## config.mk

```make
export PLATFORM = sky130hd
export DESIGN_NAME = parity_generator
export DESIGN_NICKNAME = d
export VERILOG_FILES = /design/src/rtl/parity_pkg.sv /design/src/rtl/parity_xor_level.sv /design/src/rtl/parity_generator.sv
export SDC_FILE = /design/constraint.sdc
export NUM_CORES = 1
export LEC_CHECK = 0
export ABC_AREA = 1
export BUFFER_PORTS_ARGS = -buffer_cell sky130_fd_sc_hd__buf_2
export CORE_AREA = 2 2 39 41
export CTS_CLUSTER_SIZE = 25
export DETAILED_ROUTE_END_ITERATION = 7
export DIE_AREA = 0 0 41 43
export PLACE_DENSITY = 0.63
export SLEW_MARGIN = 30
export SYNTH_ARGS = -nofsm -noshare
export SYNTH_HDL_FRONTEND = slang
export SYNTH_HIERARCHICAL = 1
export SYNTH_SLANG_ARGS = --single-unit
```

## constraint.sdc

```tcl
create_clock -name clk -period 3.1 [get_ports clk]
set_clock_uncertainty 0.15 [all_clocks]
set_input_delay 0.465 -clock clk [delete_from_list [all_inputs] [get_ports clk]]
set_output_delay 0.465 -clock clk [all_outputs]
set_load 0.01 [all_outputs]
```

## src/rtl/parity_pkg.sv

```systemverilog
// Shared helpers for the pipelined parity tree: sizing and register placement.
package parity_pkg;

  // Ceiling log2 for elaboration-time sizing (n >= 1).
  function automatic int clog2(input int n);
    int r;
    r = 0;
    while ((1 << r) < n) r++;
    return r;
  endfunction

  // Width after zero-padding to the next power of two.
  function automatic int pad_w(input int data_w);
    return 1 << clog2(data_w);
  endfunction

  // Tree level whose output is captured by register stage k (1-based).
  // Computed as ceil(k*L/S), so the last stage always lands on level L.
  function automatic int stage_level(input int k, input int l, input int s);
    return (k * l + s - 1) / s;
  endfunction

  // True when some register stage captures the output of tree level lvl.
  function automatic bit is_reg_level(input int lvl, input int l, input int s);
    for (int k = 1; k <= s; k++)
      if (stage_level(k, l, s) == lvl) return 1'b1;
    return 1'b0;
  endfunction

  // Bit offset of tree level lvl inside the flattened tree vector.
  // Level widths are pad, pad/2, ... so the offset is 2*pad - 2*(pad>>lvl).
  function automatic int lvl_off(input int lvl, input int pad);
    return 2 * pad - 2 * (pad >> lvl);
  endfunction

endpackage

```

## src/rtl/parity_xor_level.sv

```systemverilog
// One XOR-tree level: folds IN_W bits into IN_W/2 pairwise XORs,
// optionally registered.
module parity_xor_level #(
  parameter int IN_W = 2,
  parameter int REG  = 0
) (
  input  logic              clk,
  input  logic              rst_n,
  input  logic [IN_W-1:0]   i_d,
  output logic [IN_W/2-1:0] o_q
);

  logic [IN_W/2-1:0] w_x;

  // Pairwise fold of adjacent bits.
  always_comb begin
    w_x = '0;
    for (int i = 0; i < IN_W / 2; i++) w_x[i] = i_d[2*i] ^ i_d[2*i+1];
  end

  if (REG != 0) begin : g_reg
    logic [IN_W/2-1:0] r_q;
    // Pipeline register for this level; cleared by reset.
    always_ff @(posedge clk) begin
      if (!rst_n) r_q <= '0;
      else        r_q <= w_x;
    end
    assign o_q = r_q;
  end else begin : g_comb
    logic w_unused;
    assign w_unused = clk ^ rst_n;
    assign o_q = w_x;
  end

endmodule

```

## src/rtl/parity_generator.sv

```systemverilog
// Pipelined parity generator: zero-padded XOR tree with configurable
// register placement, a valid delay line and final polarity inversion.
module parity_generator
  import parity_pkg::*;
#(
  parameter int DATA_W      = 16,
  parameter int ODD_PARITY  = 0,
  parameter int PIPE_STAGES = 1
) (
  input  logic              clk,
  input  logic              rst_n,
  input  logic              in_valid,
  input  logic [DATA_W-1:0] a,
  output logic              out_valid,
  output logic              parity
);

  localparam int   L      = clog2(DATA_W);
  localparam int   PAD_W  = pad_w(DATA_W);
  localparam int   TOP    = lvl_off(L, PAD_W);
  localparam int   TREE_W = TOP + 1;
  localparam logic INV    = (ODD_PARITY != 0);

  if (DATA_W < 2) begin : g_bad_width
    $error("parity_generator: DATA_W must be >= 2");
  end
  if (PIPE_STAGES < 1 || PIPE_STAGES > L) begin : g_bad_stages
    $error("parity_generator: PIPE_STAGES must be in 1..clog2(DATA_W)");
  end

  // All tree levels flattened: level 0 (padded word) in the low bits,
  // the single root bit at TOP.
  logic [TREE_W-1:0] w_tree;
  logic [PAD_W-1:0]  w_pad;

  // Zero-pad the input word up to a power of two.
  always_comb begin
    w_pad = '0;
    w_pad[DATA_W-1:0] = a;
  end
  assign w_tree[PAD_W-1:0] = w_pad;

  // The root level is left combinational here; the final stage register
  // below captures it together with the polarity inversion so that reset
  // yields parity=0 even for odd parity.
  for (genvar j = 1; j <= L; j++) begin : g_lvl
    parity_xor_level #(
      .IN_W (PAD_W >> (j - 1)),
      .REG  ((is_reg_level(j, L, PIPE_STAGES) && j != L) ? 1 : 0)
    ) u_lvl (
      .clk   (clk),
      .rst_n (rst_n),
      .i_d   (w_tree[lvl_off(j - 1, PAD_W) +: (PAD_W >> (j - 1))]),
      .o_q   (w_tree[lvl_off(j, PAD_W) +: (PAD_W >> j)])
    );
  end

  logic                   r_parity;
  logic [PIPE_STAGES-1:0] r_vld_pipe;

  // Final stage: register the root bit with polarity applied.
  always_ff @(posedge clk) begin
    if (!rst_n) r_parity <= 1'b0;
    else        r_parity <= w_tree[TOP] ^ INV;
  end

  // Valid delay line, same depth as the data path.
  always_ff @(posedge clk) begin
    if (!rst_n) begin
      r_vld_pipe <= '0;
    end else begin
      r_vld_pipe[0] <= in_valid;
      for (int i = 1; i < PIPE_STAGES; i++) r_vld_pipe[i] <= r_vld_pipe[i-1];
    end
  end

  assign parity    = r_parity;
  assign out_valid = r_vld_pipe[PIPE_STAGES-1];

endmodule

```

# ---- Word-level counts from Yosys, hierarchy flattened
# Index checks and enable logic that the tools add are counted.
dict set report totals {
  register_bits 2
  output_inout_bits 2
}
dict set report op_classes {
  bitwise_logic 15
}
# op n
set op_table {}
lappend op_table {{bitwise XOR 1 bit} 15}

# ---- Longest topological paths before layout
# Gate-level depths: netlist of the first run.
dict set report depth {
  ltp_word 4
  depth_mapped 14
  mapped_depth_nobuf 14
}

# ---- Cells and area by module
# Netlist of the first run, hierarchy kept.
# module instances cells_per_inst area_per_inst_um2
set by_module_without_submodules {}
lappend by_module_without_submodules {{parity_xor_level (g_lvl[1].u_lvl)} 1 40 150.1}
lappend by_module_without_submodules {{parity_xor_level (g_lvl[2].u_lvl)} 1 20 75.1}
lappend by_module_without_submodules {parity_generator 1 6 55.1}
lappend by_module_without_submodules {{parity_xor_level (g_lvl[3].u_lvl)} 1 10 37.5}
lappend by_module_without_submodules {{parity_xor_level (g_lvl[4].u_lvl)} 1 5 18.8}

# ---- Worst setup path before layout of the first run
# Ideal clock, no wire load.
dict set report synth_path {
  kind {input to register}
  startpoint {in a[0]}
  endpoint {reg r_parity (netlist: parity)}
  setup_ns 0.109
  arrival_ns 1.071
  required_ns 2.841
  slack_ns 1.770
  cell_stages 14
  n_path_buf 0
  cell_sequence {inv_1 -> nand2_1 -> nand2_1 -> inv_1 -> nand2_1 -> nand2_1 -> inv_1 -> nand2_1 -> nand2_1 -> inv_1 -> nand2_1 -> nand2_1 -> nand2_1 -> inv_1}
}
dict set report synth_via {
  elab_chain_len 4
}
# element line
set synth_rtl {}
lappend synth_rtl {{from (decl)} parity_generator.sv:13} ;# input logic [DATA_W-1:0] a,
lappend synth_rtl {{bitwise XOR 1 bit} parity_xor_level.sv:18} ;# for (int i = 0; i < IN_W / 2; i++) w_x[i] = i_d[2*i] ^ i_d[2*i+1];
lappend synth_rtl {{named net w_tree[16]} parity_generator.sv:33} ;# logic [TREE_W-1:0] w_tree;
lappend synth_rtl {{bitwise XOR 1 bit} parity_xor_level.sv:18}
lappend synth_rtl {{named net w_tree[24]} parity_generator.sv:33}
lappend synth_rtl {{bitwise XOR 1 bit} parity_xor_level.sv:18}
lappend synth_rtl {{named net w_tree[28]} parity_generator.sv:33}
lappend synth_rtl {{bitwise XOR 1 bit} parity_xor_level.sv:18}
lappend synth_rtl {{named net w_tree[30]} parity_generator.sv:33}
lappend synth_rtl {{to (signal assigned)} parity_generator.sv:64} ;# else r_parity <= w_tree[TOP] ^ INV;
lappend synth_rtl {{to (decl)} parity_generator.sv:58} ;# logic r_parity;
# The timed path passes the listed nets, and every way through them passes these cells.
# A chain may end at the register's enable or synchronous reset.

# ---- Worst setup path after layout of the first run
# Ends and elaborated chain as after synthesis.

==> results of run 1 <==
## stage by stage
stage | utilization | total power, µW
6_report | 0.346 | 140
5_1_grt | 0.346 | 159
4_1_cts | 0.346 | 146
3_5_place_dp | 0.330 | 86.1
3_3_place_gp | 0.330 | 83.6
2_1_floorplan | - | 66.1
## final timing paths
| path | cells past startpoint | start | slack [ns] | endpoint |
|---|---|---|---|---|
| setup / recovery | 15 | a[0] | 1.83 | parity |
| hold / removal | 3 | in_valid | 0.28 | out_valid |
## state kept, by name, indices dropped and copies added (netlist names)
signal	cells
parity	1
out_valid	1
## tightest hold or removal path: stages
cell and delay, ns:
buf_2 0.07, nand2_1 0.04, inv_1 0.04
## logic make-up (layout without fill, tap and decap cells)
family,Yosys count,count (layout)
buffers and inverters,32,55
flip-flops,2,2
AND/OR/NAND/NOR,47,47
## layout make-up
| cell class | instances | share of cell area |
|---|---|---|
| well taps | 16 | 0.0418 |
| inverters | 32 | 0.251 |
| multi-input cells | 47 | 0.368 |
| flip-flops and latches | 2 | 0.0836 |
| repair buffers | 20 | 0.209 |
| clock buffers | 3 | 0.0470 |
## report_power, final
part,switching [µW],internal (µW)
Combinational,30.6,24.8
Clock,13.1,42.6
Sequential,0.507,28.7
## per-layer routing
| metal | track usage | share of wire | vias up |
|---|---|---|---|
| met4 | 0.0400 | 0 | 0 |
| met5 | 0 | 0 | - |
| li1 | - | - | 258 |
| met3 | 0.0157 | 0.070 | 0 |
| met1 | 0.0759 | 0.46 | 172 |
| met2 | 0.147 | 0.47 | 13 |
## cell usage after synthesis
library cell,instances
dfxtp_1,2
nand2_1,47
inv_1,32
==> results.cfg, run 1 <==
[placement]
dpl-instance-area_um2 = 457
place.gp.congestion = 0.573
post-place-ws_ns = 1.59
portBuffers = 20
dpl.hpwl_um = 530
placed_cells = 117

[cts]
clk_path_buf_depth = 2
cts_resized = 0
cts.reportedPaths.clkPinSlew_ns = 0.03
cts_setup_buffers = 0
cts_tree = done
cts_buffers = 3
h-tree-depth = 1
clkSinkCount = 2
hold_buffers = 0
root_buffer = clkbuf_4

[synthesis]
synth-compound-area-share = 0
netlist.area_leader.share = 0.524
yosysUniqueCellTypes = 3
synthAdderAreaFrac = 0
synth-xor-area-share = 0
syn-num-nets = 100
ys_ff_latch = 2
netlist_area_um2 = 337
netlist_instances = 81
synth-simple-area-share = 0.524
synth_area_leaders = nand2_1 52%, inv_1 36%, dfxtp_1 12%
synth_top_family_by_area = simple AND/OR/NAND/NOR gates
synth.yosys.warnings = 6
synth_top_cell_by_area = nand2_1
synth.avg_cell_area_um2 = 4.16
synthMuxAreaShare = 0
ys_seq_area_frac = 0.119

[layout]
final_cell_mix = 47 x nand2_1, 32 x inv_1, 20 x buf_2, 3 x clkbuf_4, 2 x dfxtp_1
layout.cells.non_filler = 120
fillCellCount = 165
fin_area_um2 = 479
final_common_cell = nand2_1
regArea_um2 = 40.0
multiInputGateArea_um2 = 176
area_growth_pct = 42.4
n_antenna_cell = 0
layout-drive-gt1-share = 0.221
finalNetCount = 125

[setup_path]
critical_path_buf_inv_count = 6
worstSetupPathType = input port to flop
crit_arrival_ns = 1.24
crit_chain = buf_2, inv_1, nand2_1, nand2_1, inv_1, nand2_1, nand2_1, inv_1, nand2_1, nand2_1, inv_1, nand2_1, nand2_1, nand2_1, inv_1
crit_path_frequent_cell = nand2_1
critPathMaxFanout = 2
endpoint_kind = flop
cpPeakStageDelay_ns = 0.10
cp_top_family = simple AND/OR/NAND/NOR gates
critPathRequiredTime_ns = 3.07
critPathLaunchType = input port
crit_slowest_cell = buf_2

[drt]
drt-total-wl_um = 585
drc = 0
firstDrtPassIters = 2
num_vias = 443
vias_per_cell = 3.69
drt_iter0_markers = 10
wl_per_cell_um = 4.88
antenna_left = 0

[sta]
finalCritPeriodShare = 0.411
timing.fmax_mhz = 785
tns_ns = 0
worst_hold_slack_ns = 0.284
final.setup.worst_slack_ns = 1.83
fin_crit_ns = 1.27
timing.slew.headroom = 0.954
hold_viol = 0
maxSlewViolCount = 0
tightest_slew_ns = 0.0695
setup_violations = 0
rsz0062_at_grt = false

[global_routing]
grt_antenna_before_repair = 0
grt.overflow.total = 0
grt_pass1_vias = 360
grt_pass1_wl_um = 1020
grt_start_max_net_pins = 3
grt_util_all_layers = 0.0799

[status]
status = finished clean

[die]
dieWidth_um = 41
start_util = 0.243
die_area_mm2 = 0.00176
fp.dieH_um = 43
design.core.area_mm2 = 0.00138
rows = 14
ioPinCount = 21

[min_path]
worstHoldPathType = input port to flop

[pwr]
p_leak_uw = 0.000413
ir_worst_vdd_uv = 80.5
powerDensity_mw_per_mm2 = 293

[job]
cap_violations = 0
Note: power is estimated with default switching activity, not from simulation.
==> run 2: changes to the inputs <==
Settings changed: PLACE_DENSITY 0.63 to 0.65.
Clock period 3.1 ns to 1.1 ns, I/O delays scaled along.
==> results.cfg, run 2 (synthesis gave the netlist of run 1 again) <==
[setup_path]
worstSetupPathType = input port to flop
crit_path_frequent_cell = nand2_1
critPathLaunchType = input port
endpoint_kind = flop
critPathMaxFanout = 2
crit_chain = buf_2, inv_1, nand2_1, nand2_1, inv_1, nand2_1, nand2_1, inv_1, nand2_1, nand2_1, inv_1, nand2_1, nand2_1, nand2_1, inv_1
crit_arrival_ns = 0.95
cp_top_family = simple AND/OR/NAND/NOR gates
critPathRequiredTime_ns = 1.07
cpPeakStageDelay_ns = 0.11
crit_slowest_cell = buf_2
critical_path_buf_inv_count = 6

[drt]
drt_iter0_markers = 2
wl_per_cell_um = 4.91
drt-total-wl_um = 599
drc = 0
antenna_left = 0
num_vias = 450
firstDrtPassIters = 3
vias_per_cell = 3.69

[placement]
post-place-ws_ns = -0.137
portBuffers = 20
place.gp.congestion = 0.551
dpl.hpwl_um = 527

[global_routing]
grt_pass1_vias = 318
grt_antenna_before_repair = 0
grt_util_all_layers = 0.0829
grt_start_max_net_pins = 3
grt_pass1_wl_um = 1020
grt.overflow.total = 0

[cts]
clk_path_buf_depth = 2
root_buffer = clkbuf_4
clkSinkCount = 2
cts_setup_buffers = 0
cts_tree = done
cts.reportedPaths.clkPinSlew_ns = 0.03
cts_buffers = 3
h-tree-depth = 1

[layout]
area_growth_pct = 52.8
final_cell_mix = 41 x nand2_1, 26 x inv_1, 20 x buf_2, 6 x inv_2, 6 x nand2_2
layout-drive-gt1-share = 0.330
finalNetCount = 127
fillCellCount = 164
final_common_cell = nand2_1
final_util = 0.372
n_antenna_cell = 0

[status]
status = finished clean

[die]
fp.dieH_um = 43
dieWidth_um = 41
design.core.area_mm2 = 0.00138
rows = 14
start_util = 0.243
ioPinCount = 21
die_area_mm2 = 0.00176

[job]
cap_violations = 0

[sta]
rsz0062_at_grt = false
setup_violations = 0
final.setup.worst_slack_ns = 0.112
timing.fmax_mhz = 1010
maxSlewViolCount = 0
tightest_slew_ns = 0.0737
timing.slew.headroom = 0.951
hold_viol = 0
fin_crit_ns = 0.988
finalCritPeriodShare = 0.898

[pwr]
ir_worst_vdd_uv = 223
powerDensity_mw_per_mm2 = 801
p_leak_uw = 0.000416

[min_path]
worstHoldPathType = input port to flop
## run 2: cell types whose count changed in the layout (fill, tap and decap cells not counted), sizes merged
cell         before  now
dlygate4sd3       0    2
## run 2: timing repair
item                                    CTS  global route
hold buffers                              2             0
gates resized for setup                   0            12
endpoints found under the setup margin    0             1
hold endpoints to repair                  2             0
## run 2: per-layer routing
layer,vias to the layer above,global-route usage,wire length [µm]
li1,265,-,-
met1,172,0.0918,275
met2,13,0.131,282
met4,0,0.0600,0
met3,0,0.0157,40
met5,-,0,0
## run 2: worst paths after layout
| kind | slack (ns) | from | to | cells past startpoint |
|---|---|---|---|---|
| max | 0.11 | a[0] | parity | 15 |
| min | 0.43 | a[15] | parity | 11 |
## run 2: power breakdown
part	switching, µW	internal, µW	total [µW]
logic	93.7	78.5	172
clock network	37.6	120	158
registers	1.29	80.9	82.2
## run 2: final cells by class
class	instances	area [µm²]	area share
Timing Repair Buffer	22	120	0.234
Tap cell	16	20.0	0.0389
Sequential cell	2	40.0	0.0779
Clock buffer	3	22.5	0.0438
Multi-Input combinational cell	47	191	0.372
Inverter	32	120	0.234
## run 2: through the flow
step	setup TNS [ns]	instances	hold WS, ns	total power, µW	instance area (µm²)
after floorplan	0	81	0.108	186	337
after global placement	-0.0851	117	0.202	236	457
after detailed placement	-0.137	117	0.209	243	457
after CTS	0	122	0.430	416	499
after global routing	0	122	0.511	467	514
final	0	122	0.430	412	514
